## config.mk

```make
export PLATFORM = sky130hd
export DESIGN_NAME = wb_bram_arbiter_flat
export DESIGN_NICKNAME = d
export VERILOG_FILES = /design/src/rtl/wb_bram_arbiter_if.sv /design/src/rtl/wb_bram_arbiter.sv /design/src/flat_wrapper.sv
export SDC_FILE = /design/constraint.sdc
export NUM_CORES = 1
export LEC_CHECK = 0
export CORE_AREA = 2 2 107 109
export CTS_CLUSTER_SIZE = 14
export DETAILED_ROUTE_END_ITERATION = 8
export DIE_AREA = 0 0 109 111
export GPL_TIMING_DRIVEN = 0
export PLACE_DENSITY = 0.66
export SYNTH_ARGS = -nofsm -noshare
export SYNTH_HDL_FRONTEND = slang
export SYNTH_SLANG_ARGS = --single-unit
```

## constraint.sdc

```tcl
create_clock -name clock -period 2.1 [get_ports clock]
set_input_delay 0.315 -clock clock [delete_from_list [all_inputs] [get_ports clock]]
set_output_delay 0.315 -clock clock [all_outputs]
set_load 0.01 [all_outputs]
```

## src/rtl/wb_bram_arbiter_if.sv

```systemverilog
// Initiator-side Wishbone wires and BRAM macro pins for wb_bram_arbiter.
// The slave modport is the arbiter's view; the master modport is the initiators'/BRAM's view.
`timescale 1ns/1ps
interface wb_bram_arbiter_if #(
  parameter int N_INITIATORS = 2,
  parameter int ADDR_WIDTH   = 24,
  parameter int DATA_WIDTH   = 32
);
  localparam int SEL_W = DATA_WIDTH / 8;

  logic [N_INITIATORS*32-1:0]         i_adr;
  logic [N_INITIATORS*DATA_WIDTH-1:0] i_dat_w;
  logic [N_INITIATORS*SEL_W-1:0]      i_sel;
  logic [N_INITIATORS-1:0]            i_we;
  logic [N_INITIATORS-1:0]            i_cyc;
  logic [N_INITIATORS-1:0]            i_stb;
  logic [DATA_WIDTH-1:0]              i_dat_r;
  logic [N_INITIATORS-1:0]            i_ack;
  logic [N_INITIATORS-1:0]            gnt;
  logic [ADDR_WIDTH-1:0]              bram_adr;
  logic [SEL_W-1:0]                   bram_sel;
  logic                               bram_we;
  logic [DATA_WIDTH-1:0]              bram_dat_w;
  logic [DATA_WIDTH-1:0]              bram_dat_r;

  modport slave (
    input  i_adr, i_dat_w, i_sel, i_we, i_cyc, i_stb, bram_dat_r,
    output i_dat_r, i_ack, gnt, bram_adr, bram_sel, bram_we, bram_dat_w
  );

  modport master (
    output i_adr, i_dat_w, i_sel, i_we, i_cyc, i_stb, bram_dat_r,
    input  i_dat_r, i_ack, gnt, bram_adr, bram_sel, bram_we, bram_dat_w
  );
endinterface

```

## src/rtl/wb_bram_arbiter.sv

```systemverilog
// Round-robin Wishbone arbiter driving a single synchronous BRAM port (ACCESS then ACK per beat).
// Optional owner idle-timeout revocation is built when WB_BRAM_ARB_TIMEOUT_EN is defined.
`timescale 1ns/1ps
module wb_bram_arbiter #(
  parameter int N_INITIATORS = 2,
  parameter int ADDR_WIDTH   = 24,
  parameter int DATA_WIDTH   = 32,
  parameter int IDLE_TIMEOUT = 16
) (
  input  logic             clock,
  input  logic             reset,
  wb_bram_arbiter_if.slave bus
);
  localparam int SEL_W = DATA_WIDTH / 8;
  localparam int IDX_W = (N_INITIATORS > 1) ? $clog2(N_INITIATORS) : 1;

  // IDLE: no owner | ACCESS: owner address phase | ACK: data phase, ack to owner
  localparam logic [1:0] S_IDLE   = 2'd0;
  localparam logic [1:0] S_ACCESS = 2'd1;
  localparam logic [1:0] S_ACK    = 2'd2;

  logic [1:0]              r_state;
  logic [IDX_W-1:0]        r_last;
  logic [IDX_W-1:0]        r_owner;
  logic [N_INITIATORS-1:0] r_gnt;

  logic                    w_own_cyc, w_own_stb, w_own_we;
  logic [ADDR_WIDTH-1:0]   w_own_wadr;
  logic [DATA_WIDTH-1:0]   w_own_dat;
  logic [SEL_W-1:0]        w_own_sel;
  logic                    w_unused;

  assign w_unused = &{1'b0, bus.i_adr, 8'(IDLE_TIMEOUT)};

  always_comb begin
    w_own_cyc  = 1'b0;
    w_own_stb  = 1'b0;
    w_own_we   = 1'b0;
    w_own_wadr = '0;
    w_own_dat  = '0;
    w_own_sel  = '0;
    for (int k = 0; k < N_INITIATORS; k++) begin
      if (r_owner == IDX_W'(k)) begin
        w_own_cyc  = bus.i_cyc[k];
        w_own_stb  = bus.i_stb[k];
        w_own_we   = bus.i_we[k];
        w_own_wadr = bus.i_adr[k*32+2 +: ADDR_WIDTH];
        w_own_dat  = bus.i_dat_w[k*DATA_WIDTH +: DATA_WIDTH];
        w_own_sel  = bus.i_sel[k*SEL_W +: SEL_W];
      end
    end
  end

  // Rotating priority: lowest requester above r_last wins, else lowest at or below it.
  logic                    w_hi_valid, w_lo_valid;
  logic [IDX_W-1:0]        w_hi, w_lo, w_pick;
  logic [N_INITIATORS-1:0] w_pick_oh;

  always_comb begin
    w_hi_valid = 1'b0;
    w_lo_valid = 1'b0;
    w_hi       = '0;
    w_lo       = '0;
    for (int k = N_INITIATORS - 1; k >= 0; k--) begin
      if (bus.i_cyc[k]) begin
        if (IDX_W'(k) > r_last) begin
          w_hi_valid = 1'b1;
          w_hi       = IDX_W'(k);
        end else begin
          w_lo_valid = 1'b1;
          w_lo       = IDX_W'(k);
        end
      end
    end
    w_pick = w_hi_valid ? w_hi : w_lo;
    for (int k = 0; k < N_INITIATORS; k++) begin
      w_pick_oh[k] = (w_pick == IDX_W'(k));
    end
  end

`ifdef WB_BRAM_ARB_TIMEOUT_EN
  logic [7:0] r_idle_cnt;
  logic       w_timeout;
  assign w_timeout = ((r_idle_cnt + 8'd1) == 8'(IDLE_TIMEOUT));
`endif

  logic [1:0] w_next;
  logic       w_grant, w_release;

  always_comb begin
    w_next    = r_state;
    w_grant   = 1'b0;
    w_release = 1'b0;
    case (r_state)
      S_IDLE: begin
        if ((|bus.i_cyc) && (w_hi_valid || w_lo_valid)) begin
          w_grant = 1'b1;
          w_next  = S_ACCESS;
        end
      end
      S_ACCESS: begin
        if (!w_own_cyc)     w_release = 1'b1;
        else if (w_own_stb) w_next    = S_ACK;
`ifdef WB_BRAM_ARB_TIMEOUT_EN
        else if (w_timeout) w_release = 1'b1;
`endif
      end
      S_ACK: begin
        if (w_own_cyc) w_next    = S_ACCESS;
        else           w_release = 1'b1;
      end
      default: w_next = S_IDLE;
    endcase
    if (w_release) w_next = S_IDLE;
  end

  always_ff @(posedge clock) begin
    if (!reset) begin
      r_state <= S_IDLE;
      r_last  <= IDX_W'(N_INITIATORS - 1);
      r_owner <= '0;
      r_gnt   <= '0;
`ifdef WB_BRAM_ARB_TIMEOUT_EN
      r_idle_cnt <= '0;
`endif
    end else begin
      r_state <= w_next;
      if (w_grant) begin
        r_owner <= w_pick;
        r_gnt   <= w_pick_oh;
      end
      if (w_release) begin
        r_last <= r_owner;
        r_gnt  <= '0;
      end
`ifdef WB_BRAM_ARB_TIMEOUT_EN
      if (r_state == S_ACCESS && w_own_cyc && !w_own_stb && !w_timeout)
        r_idle_cnt <= r_idle_cnt + 8'd1;
      else
        r_idle_cnt <= '0;
`endif
    end
  end

  logic [ADDR_WIDTH-1:0]   w_bram_adr;
  logic [SEL_W-1:0]        w_bram_sel;
  logic                    w_bram_we;
  logic [DATA_WIDTH-1:0]   w_bram_dat_w;
  logic [DATA_WIDTH-1:0]   w_dat_r;
  logic [N_INITIATORS-1:0] w_ack;

  always_comb begin
    w_bram_adr   = '0;
    w_bram_sel   = '0;
    w_bram_we    = 1'b0;
    w_bram_dat_w = '0;
    w_dat_r      = '0;
    w_ack        = '0;
    if (r_state == S_ACCESS && w_own_cyc && w_own_stb) begin
      w_bram_adr   = w_own_wadr;
      w_bram_sel   = w_own_sel;
      w_bram_we    = w_own_we;
      w_bram_dat_w = w_own_dat;
    end
    if (r_state == S_ACK) begin
      w_ack   = r_gnt & {N_INITIATORS{w_own_cyc}};
      w_dat_r = bus.bram_dat_r;
    end
  end

  assign bus.bram_adr   = w_bram_adr;
  assign bus.bram_sel   = w_bram_sel;
  assign bus.bram_we    = w_bram_we;
  assign bus.bram_dat_w = w_bram_dat_w;
  assign bus.i_dat_r    = w_dat_r;
  assign bus.i_ack      = w_ack;
  assign bus.gnt        = r_gnt;
endmodule

```

## src/flat_wrapper.sv

```systemverilog
// flat-port wrapper written by rule: the top's interface ports become plain ports
module wb_bram_arbiter_flat 
#(
  parameter int N_INITIATORS = 2,
  parameter int ADDR_WIDTH   = 24,
  parameter int DATA_WIDTH   = 32,
  parameter int IDLE_TIMEOUT = 16
)
  (clock, reset, bus_i_adr, bus_i_dat_w, bus_i_sel, bus_i_we, bus_i_cyc, bus_i_stb, bus_bram_dat_r, bus_i_dat_r, bus_i_ack, bus_gnt, bus_bram_adr, bus_bram_sel, bus_bram_we, bus_bram_dat_w);
  wb_bram_arbiter_if #(.N_INITIATORS(N_INITIATORS), .ADDR_WIDTH(ADDR_WIDTH), .DATA_WIDTH(DATA_WIDTH)) bus_i ();
  input  logic clock;
  input  logic reset;
  input wire logic [$bits(bus_i.i_adr)-1:0] bus_i_adr;
  input wire logic [$bits(bus_i.i_dat_w)-1:0] bus_i_dat_w;
  input wire logic [$bits(bus_i.i_sel)-1:0] bus_i_sel;
  input wire logic [$bits(bus_i.i_we)-1:0] bus_i_we;
  input wire logic [$bits(bus_i.i_cyc)-1:0] bus_i_cyc;
  input wire logic [$bits(bus_i.i_stb)-1:0] bus_i_stb;
  input wire logic [$bits(bus_i.bram_dat_r)-1:0] bus_bram_dat_r;
  output wire logic [$bits(bus_i.i_dat_r)-1:0] bus_i_dat_r;
  output wire logic [$bits(bus_i.i_ack)-1:0] bus_i_ack;
  output wire logic [$bits(bus_i.gnt)-1:0] bus_gnt;
  output wire logic [$bits(bus_i.bram_adr)-1:0] bus_bram_adr;
  output wire logic [$bits(bus_i.bram_sel)-1:0] bus_bram_sel;
  output wire logic [$bits(bus_i.bram_we)-1:0] bus_bram_we;
  output wire logic [$bits(bus_i.bram_dat_w)-1:0] bus_bram_dat_w;
  assign bus_i.i_adr = bus_i_adr;
  assign bus_i.i_dat_w = bus_i_dat_w;
  assign bus_i.i_sel = bus_i_sel;
  assign bus_i.i_we = bus_i_we;
  assign bus_i.i_cyc = bus_i_cyc;
  assign bus_i.i_stb = bus_i_stb;
  assign bus_i.bram_dat_r = bus_bram_dat_r;
  assign bus_i_dat_r = bus_i.i_dat_r;
  assign bus_i_ack = bus_i.i_ack;
  assign bus_gnt = bus_i.gnt;
  assign bus_bram_adr = bus_i.bram_adr;
  assign bus_bram_sel = bus_i.bram_sel;
  assign bus_bram_we = bus_i.bram_we;
  assign bus_bram_dat_w = bus_i.bram_dat_w;
  wb_bram_arbiter #(.N_INITIATORS(N_INITIATORS), .ADDR_WIDTH(ADDR_WIDTH), .DATA_WIDTH(DATA_WIDTH), .IDLE_TIMEOUT(IDLE_TIMEOUT)) u_core (.clock(clock), .reset(reset), .bus(bus_i));
endmodule
```

Word-level counts from Yosys, hierarchy flattened:

Index checks and enable logic that the tools add are counted.

* register bits after elaboration: 6
* input port bits: 176
* output and inout bits: 97
* logic and storage cells: 58

* magnitude comparators: 2
* equality and inequality tests: 6
* mux-type cells: 34
* bitwise operators: 3
* reductions and logical operators: 9

Operators by type and width (count)
* $mux 32: 3
* $mux 24: 2
* $mux 1: 21
* $mux 2: 5
* $mux 4: 2
* $ne 2x1->1 const B: 4
* $pmux 2 s3: 1
* $reduce_or 2->1: 3
* $reduce_and 4->1: 1
* $logic_and 1x1->1: 3
* $and 2x2->2: 1
* $eq 2x1->1 const B: 1
* $eq 2x2->1 const B: 1
* $gt 1x1->1 const A: 2
* $logic_not 2->1: 1
* $not 1->1: 2
* $logic_or 1x1->1: 1

Depth between registers and ports, before layout:

Gate-level depths: netlist (run 1).

* depth in word-level cells: 9
* depth in mapped cells: 7
* gate-level depth less buffers: 6

Least setup slack after synthesis (run 1):

No wires, ideal clock.

* path type: reg-to-reg
* from: reg u_core.r_state[0]
* to: reg u_core.r_state[0]
* setup time: 66 ps
* data arrival time: 1566 ps
* data required time: 2034 ps
* slack: 467 ps
* stages on the path, launching flop included: 7
* buffers on the path: 1
* clock period less this slack: 1633 ps
* cells stage by stage: dfxtp_1 -> inv_1 -> ha_1 -> buf_2 -> and3_1 -> or4_4 -> a21oi_2

* cells in the longest elaborated chain, start to end: 4
* elaborated cells between the ends (all ways): 12
* those cells by class: eq/ne: 6; mux: 2; reduce/logical: 4

Ends and longest elaborated chain
* start, declared: line wb_bram_arbiter.sv:22 `logic [1:0] r_state;`
* start signal, assigned: line wb_bram_arbiter.sv:127 `r_state <= w_next;`
* $eq 2x2->1 or $eq 2x1->1 (tied branches): line wb_bram_arbiter.sv:94 `case (r_state)`
* $reduce_or 2->1 (no line)
* $mux 1
* $reduce_or 2->1 (no line)

Several ways; a longest one is shown, not always the timed one.
A chain may end at the register's enable or synchronous reset.

Worst setup path after layout (run 1):

* from: in bus_i_stb[0]
* to: out bus_bram_dat_w[2]

* cells in the longest elaborated chain, start to end: 3

Ends and longest elaborated chain
* start, declared: line flat_wrapper.sv:18 `input wire logic [$bits(bus_i.i_stb)-1:0] bus_i_stb;`
* $mux 1: line wb_bram_arbiter.sv:43 `if (r_owner == IDX_W'(k)) begin`
* $logic_and 1x1->1: line wb_bram_arbiter.sv:159 `if (r_state == S_ACCESS && w_own_cyc && w_own_stb) begin`
* $mux 32: line wb_bram_arbiter.sv:159
* end, declared: line flat_wrapper.sv:26 `output wire logic [$bits(bus_i.bram_dat_w)-1:0] bus_bram_dat_w;`

No other way between the ends.

==> flow_metrics.tcl, run 1 <==
set metrics [dict create \
    h-tree-depth 1 \
    via_count 2537 \
    avgSynthCellArea_um2 6.86 \
    antenna_found_initial 0 \
    die_height_um 111 \
    dp_hpwl_um 7000 \
    crit_path_top_delay_cell "clkdlybuf4s50_1" \
    synth_nets 398 \
    max_stage_delay_ns 0.46 \
    drtPass1Iterations 4 \
    core_um2 11100 \
    final_nets 664 \
    worstPathArrival_ns 1.71 \
    path_max_fanout 10 \
    critical-path-top-delay-family "buffers and inverters" \
    fin_crit_sh 0.963 \
    final_antenna_net_count 0 \
    drc 0 \
    hold_start "u_core.bus.gnt[0]$_SDFFE_PP0P_" \
    setup.worst_path.end_class "primary output" \
    fin_skew_ns 0.00466 \
    rrSetupSlack_ns 0.39 \
    synth_ff_type "dfxtp_1" \
    synth_area_leaders "mux2i_1 (41%), nor2_1 (16%), and2_1 (13%)" \
    worstHoldPathCells 2 \
    reg2reg_to "u_core.r_state[0]$_SDFFE_PP0P_" \
    grt_overflow 0 \
    floorplan.die_area_um2 12100 \
    postPlaceCellArea_um2 4240 \
    syn_inst 218 \
    max_freq_ghz 0.495 \
    syn-cell-area_um2 1500 \
    crit_chain "clkdlybuf4s50_1 -> nand3b_1 -> nand2_2 -> nand2_4 -> buf_4 -> nor2_1 -> dlygate4sd2_1" \
    outcome "complete, no violations" \
    drtIter0Drc 40 \
    yosysSeqAreaShare 0.0803 \
    power_mw 1.46 \
    syn2layout_area_growth_pct 192 \
    cts_root_buffer "clkbuf_16" \
    critical_path_class "in2out" \
    r2r-start "u_core.r_state[0]$_SDFFE_PP0P_" \
    leakagePower_nw 2.42 \
    start_util 0.135 \
    maxCapViolCount 0 \
    wl_um 8400 \
    power_density_nw_per_um2 335 \
    cts_hold_buf 0 \
    hold_violations 0 \
    rows 39 \
    cts_num_sinks 6 \
    grt_pass1_vias 2548 \
    cts_tree "yes" \
    min_period_ns 2.02 \
    synth_edf_count 0 \
    fin_util 0.394 \
    placed_cells 617 \
    synth.distinct_cells 24 \
    clk_pin_slew_ns 0.03 \
    clockBufferDepth 2 \
    synth_common_cells "nor2_1 (62), mux2i_1 (61), and2_1 (32), clkbuf_1 (9), buf_2 (8)" \
    fin_cells 625 \
    reg2reg_depth 6 \
    synth_top_area_frac 0.408 \
    numCtsBuffers 3 \
    final_area_um2 4360 \
    ys_ff_latch 6 \
    routed_via_density 4.06 \
    setup_violations 0 \
    numPortBuffers 256 \
    rsz0062_at_grt "false" \
    grt_max_degree 11 \
    tightest_slew_ns 0.348 \
    slew_headroom 0.767 \
    antenna_cells 0 \
    min_path_type "reg2reg" \
    min_to "u_core.bus.gnt[0]$_SDFFE_PP0P_" \
    clk_latency_ns 0.23 \
    synthArstFlopShare 0 \
    slew_viol_final 0 \
    netlist.top_cell.by_area "mux2i_1" \
    num_io_pins 273 \
    avgRoutedWirePerCell_um 13.4 \
    grt_pass1_wl_um 12200 \
    worstSetupStartpointType "input port" \
    drive_gt1_frac 0.127 \
    ys_warn_count 0 \
    peakVddDrop_v 0.000236 \
    grtUsageTotal 0.126 \
    path_buf_inv 3 \
    holdWs_ns 0.477 \
    synth.most_common_cell "nor2_1" \
    cp.required_ns 1.78 \
    place_congestion 0.781 \
    die_x_um 109 \
]
-- registers in the layout, summed over array words and instances (netlist names) --
register	count
u_core.bus.gnt	2
u_core.r_state	2
u_core.r_last	1
u_core.r_owner	1
-- how the worst max path moves through the flow --
stage                                   startpoint                              to  slack (ns)  cells past startpoint
CTS                                   bus_i_stb[0]              bus_bram_dat_w[29]       -0.26                      7
global placement                      bus_i_cyc[0]              bus_bram_dat_w[20]       -0.81                      7
finish                                bus_i_stb[0]               bus_bram_dat_w[2]        0.08                      7
global route                          bus_i_stb[0]               bus_bram_dat_w[2]       0.005                      7
floorplan           u_core.r_state[0]$_SDFFE_PP0P_  u_core.r_state[0]$_SDFFE_PP0P_        0.47                      6
detailed placement                    bus_i_cyc[0]              bus_bram_dat_w[19]       -0.86                      7
-- cell usage in the layout (no fill, tap or decap), types with 5 or more instances in the layout --
cell type,netlist,layout
nor2_1,62,57
mux2i_1,61,61
nor2_2,0,5
a21oi_1,7,7
buf_2,8,7
clkdlybuf4s50_1,0,161
dlygate4sd2_1,0,37
dlymetal6s2s_1,0,30
clkbuf_2,0,18
and2_1,32,32
buf_4,0,15
-- metal layers --
metal / vias up / part of all wire / global-route usage
li1: 1257 / - / -
met1: 1100 / 0.35 / 0.128
met2: 170 / 0.51 / 0.248
met3: 10 / 0.13 / 0.0353
met4: 0 / 0.011 / 0.0274
met5: - / 0 / 0
-- per-stage QoR --
| stage | setup slack, ns | setup TNS [ns] |
|---|---|---|
| after floorplan | 0.467 | 0 |
| after global placement | -0.813 | -40.90 |
| after detailed placement | -0.858 | -43.86 |
| after CTS | -0.257 | -6.05 |
| after global routing | 0.00518 | 0 |
| final | 0.0782 | 0 |
-- logic make-up after synthesis --
kind of cell / synth area share
simple gates: 0.355
mux: 0.416
buf+inv: 0.0594
compound gates: 0.0561
flops: 0.0803
fa+ha+maj: 0.0335
-- report_power, final --
| group | switching, mW | internal [mW] | leakage [nW] |
|---|---|---|---|
| clock | 0.0672 | 0.245 | 0.0370 |
| combinational | 0.393 | 0.596 | 2.33 |
| sequential | 0.0222 | 0.139 | 0.0501 |
-- worst reg2reg max path: stages, from the launching register on --
cell	delay, ns
dfxtp_2	0.34
inv_1	0.06
ha_1	0.19
buf_4	0.17
and3_1	0.22
or4_4	0.52
a21oi_2	0.15
-- final cells by class --
class	instances	area, µm²
fill	1139	6720
tap	143	179
inverter	4	15.0
buffer	17	149
multi-input combinational	191	1310
clock buffer	3	75.1
timing repair buffer	261	2510
sequential	6	123
-- timing repair --
item	in CTS	in global routing
pin swaps	1	1
resized for setup	98	102
setup buffers	2	2
endpoints found under the setup margin	93	62
gates cloned	1	0
Note: power is estimated with default switching activity, not from simulation.
==> inputs of run 2 (changes only) <==
--- a/config.mk
+++ b/config.mk
@@ -11,6 +11,8 @@
 export DIE_AREA = 0 0 109 111
 export GPL_TIMING_DRIVEN = 0
 export PLACE_DENSITY = 0.66
+export SETUP_SLACK_MARGIN = 0.3
+export SLEW_MARGIN = 5
 export SYNTH_ARGS = -nofsm -noshare
 export SYNTH_HDL_FRONTEND = slang
 export SYNTH_SLANG_ARGS = --single-unit
==> run 2 against run 1 <==
Clock power barely moved; worst setup slack improved by 0.14 ns; sequential power barely moved; clock-buffer cell count did not move; maximum frequency rose by 7.5%; non-clock buffer count rose by 4; worst hold slack barely moved; die area did not move; first-iteration DRC count rose by 45%; total power rose by 12%; final area rose by 2.5%; critical path depth did not move; highest routed layer unchanged.
==> flow_metrics.tcl, run 2 (same netlist as run 1, synthesis figures left out) <==
set metrics [dict create \
    outcome "complete, no violations" \
    grt_overflow 0 \
    slew_viol_final 0 \
    crit_chain "nand3b_1 -> nand2_2 -> nand2_8 -> buf_6 -> clkbuf_16 -> nor2_2 -> buf_2" \
    max_freq_ghz 0.532 \
    dp_slack_ns -0.858 \
    avgRoutedWirePerCell_um 14.2 \
    die_x_um 109 \
    fin_skew_ns 0.00337 \
    drtPass1Iterations 4 \
    min_period_ns 1.88 \
    crit_path_top_delay_cell "dfxtp_4" \
    antenna_found_initial 0 \
    place_congestion 0.781 \
    reg2reg_to "u_core.r_state[0]$_SDFFE_PP0P_" \
    hold_start "u_core.bus.gnt[0]$_SDFFE_PP0P_" \
    reg2reg_depth 6 \
    grt_pass1_wl_um 12800 \
    grtUsageTotal 0.133 \
    num_io_pins 273 \
    multi_input_area_um2 1530 \
    rsz0062_at_grt "true" \
    dp_hpwl_um 7000 \
    floorplan.die_area_um2 12100 \
    start_util 0.135 \
    path_max_fanout 8 \
    min_path_type "reg2reg" \
    regArea_um2 128 \
    worstHoldPathCells 2 \
    nFillCells 1133 \
    final_nets 668 \
    path_buf_inv 3 \
    cts_tree "yes" \
    maxCapViolCount 0 \
    leakagePower_nw 1.93 \
    grt_pass1_vias 2661 \
    drtIter0Drc 58 \
    fin_util 0.403 \
    cts_num_sinks 6 \
    worstSetupStartpointType "register" \
    peakVddDrop_v 0.000256 \
    setup_tns_ns 0 \
    cts_root_buffer "clkbuf_16" \
    worstPathArrival_ns 1.57 \
    min_to "u_core.bus.gnt[0]$_SDFFE_PP0P_" \
    final_antenna_net_count 0 \
    hold_violations 0 \
    cp.required_ns 1.78 \
    holdWs_ns 0.476 \
    r2r-start "u_core.r_state[0]$_SDFFE_PP0P_" \
    drive_gt1_frac 0.354 \
    die_height_um 111 \
    fin_crit_sh 0.895 \
    setup_slack_ns 0.220 \
    layout_common_cells "clkdlybuf4s50_1 (157), mux2i_1 (45), clkbuf_2 (43)" \
    h-tree-depth 1 \
    power_density_nw_per_um2 368 \
    tightest_slew_ns 0.362 \
    layout_commonest_cell "clkdlybuf4s50_1" \
    routed_via_density 4.12 \
    rrSetupSlack_ns 0.38 \
    wl_um 8950 \
    setup.worst_path.end_class "primary output" \
    critical_path_class "reg2out" \
    slew_headroom 0.757 \
    max_stage_delay_ns 0.35 \
    clk_latency_ns 0.23 \
    clk_pin_slew_ns 0.03 \
    drc 0 \
    numPortBuffers 256 \
    numCtsBuffers 3 \
    syn2layout_area_growth_pct 199 \
    critical-path-top-delay-family "simple AND/OR/NAND/NOR gates" \
    grt_max_degree 11 \
    rows 39 \
    clockBufferDepth 2 \
    core_um2 11100 \
    setup_violations 0 \
    antenna_cells 0 \
    via_count 2591 \
]
-- run 2: stage by stage --
step	area, µm²	power, mW	cells
final	4470	1.64	629
after global routing	4470	1.74	629
after CTS	4570	1.57	628
after detailed placement	4240	1.14	617
after global placement	4240	1.12	617
after floorplan	1500	0.594	218
-- run 2: how the worst max path moves through the flow --
stage	from	endpoint	cells after the start
after floorplan	u_core.r_state[0]$_SDFFE_PP0P_	u_core.r_state[0]$_SDFFE_PP0P_	6
after global placement	bus_i_cyc[0]	bus_bram_dat_w[20]	7
after detailed placement	bus_i_cyc[0]	bus_bram_dat_w[19]	7
after CTS	u_core.r_state[1]$_SDFFE_PP0P_	bus_bram_dat_w[20]	7
after global routing	u_core.r_owner$_SDFFE_PN0P_	bus_bram_dat_w[14]	7
final	u_core.r_owner$_SDFFE_PN0P_	bus_bram_dat_w[10]	7
-- run 2: repair_timing --
| item | 4_1_cts | 5_1_grt |
|---|---|---|
| gates cloned | 4 | 1 |
| hold buffers | 0 | 0 |
| resized for setup | 335 | 136 |
| pin swaps | 7 | 16 |
| setup endpoints to repair | 95 | 91 |
| setup buffers | 4 | 0 |
-- run 2: cell type report --
| class | instances | share of cell area |
|---|---|---|
| buffer | 17 | 0.0540 |
| clock buffer | 3 | 0.0168 |
| inverter | 4 | 0.00336 |
| multi-input combinational | 191 | 0.343 |
| sequential | 6 | 0.0286 |
| tap | 143 | 0.0400 |
| timing repair buffer | 265 | 0.514 |
-- run 2: report_power, final --
| group | switching, mW | total, mW | leakage [nW] | internal (mW) |
|---|---|---|---|---|
| clock network | 0.0657 | 0.310 | 0.0370 | 0.245 |
| logic | 0.479 | 1.17 | 1.85 | 0.691 |
| registers | 0.0216 | 0.163 | 0.0507 | 0.141 |
-- run 2: worst reg2reg max path, cell delays in order, from the launching register on --
cell and delay [ns]:
dfxtp_4 0.35, inv_1 0.06, ha_2 0.19, buf_2 0.15
and3_1 0.22, or4_4 0.53, a21oi_2 0.15
-- run 2: metal layers --
metal | up-vias | track usage | part of all wire
li1 | 1268 | - | -
met1 | 1138 | 0.134 | 0.35
met2 | 173 | 0.258 | 0.52
met3 | 12 | 0.0364 | 0.12
met4 | 0 | 0.0393 | 0.015
met5 | - | 0 | 0
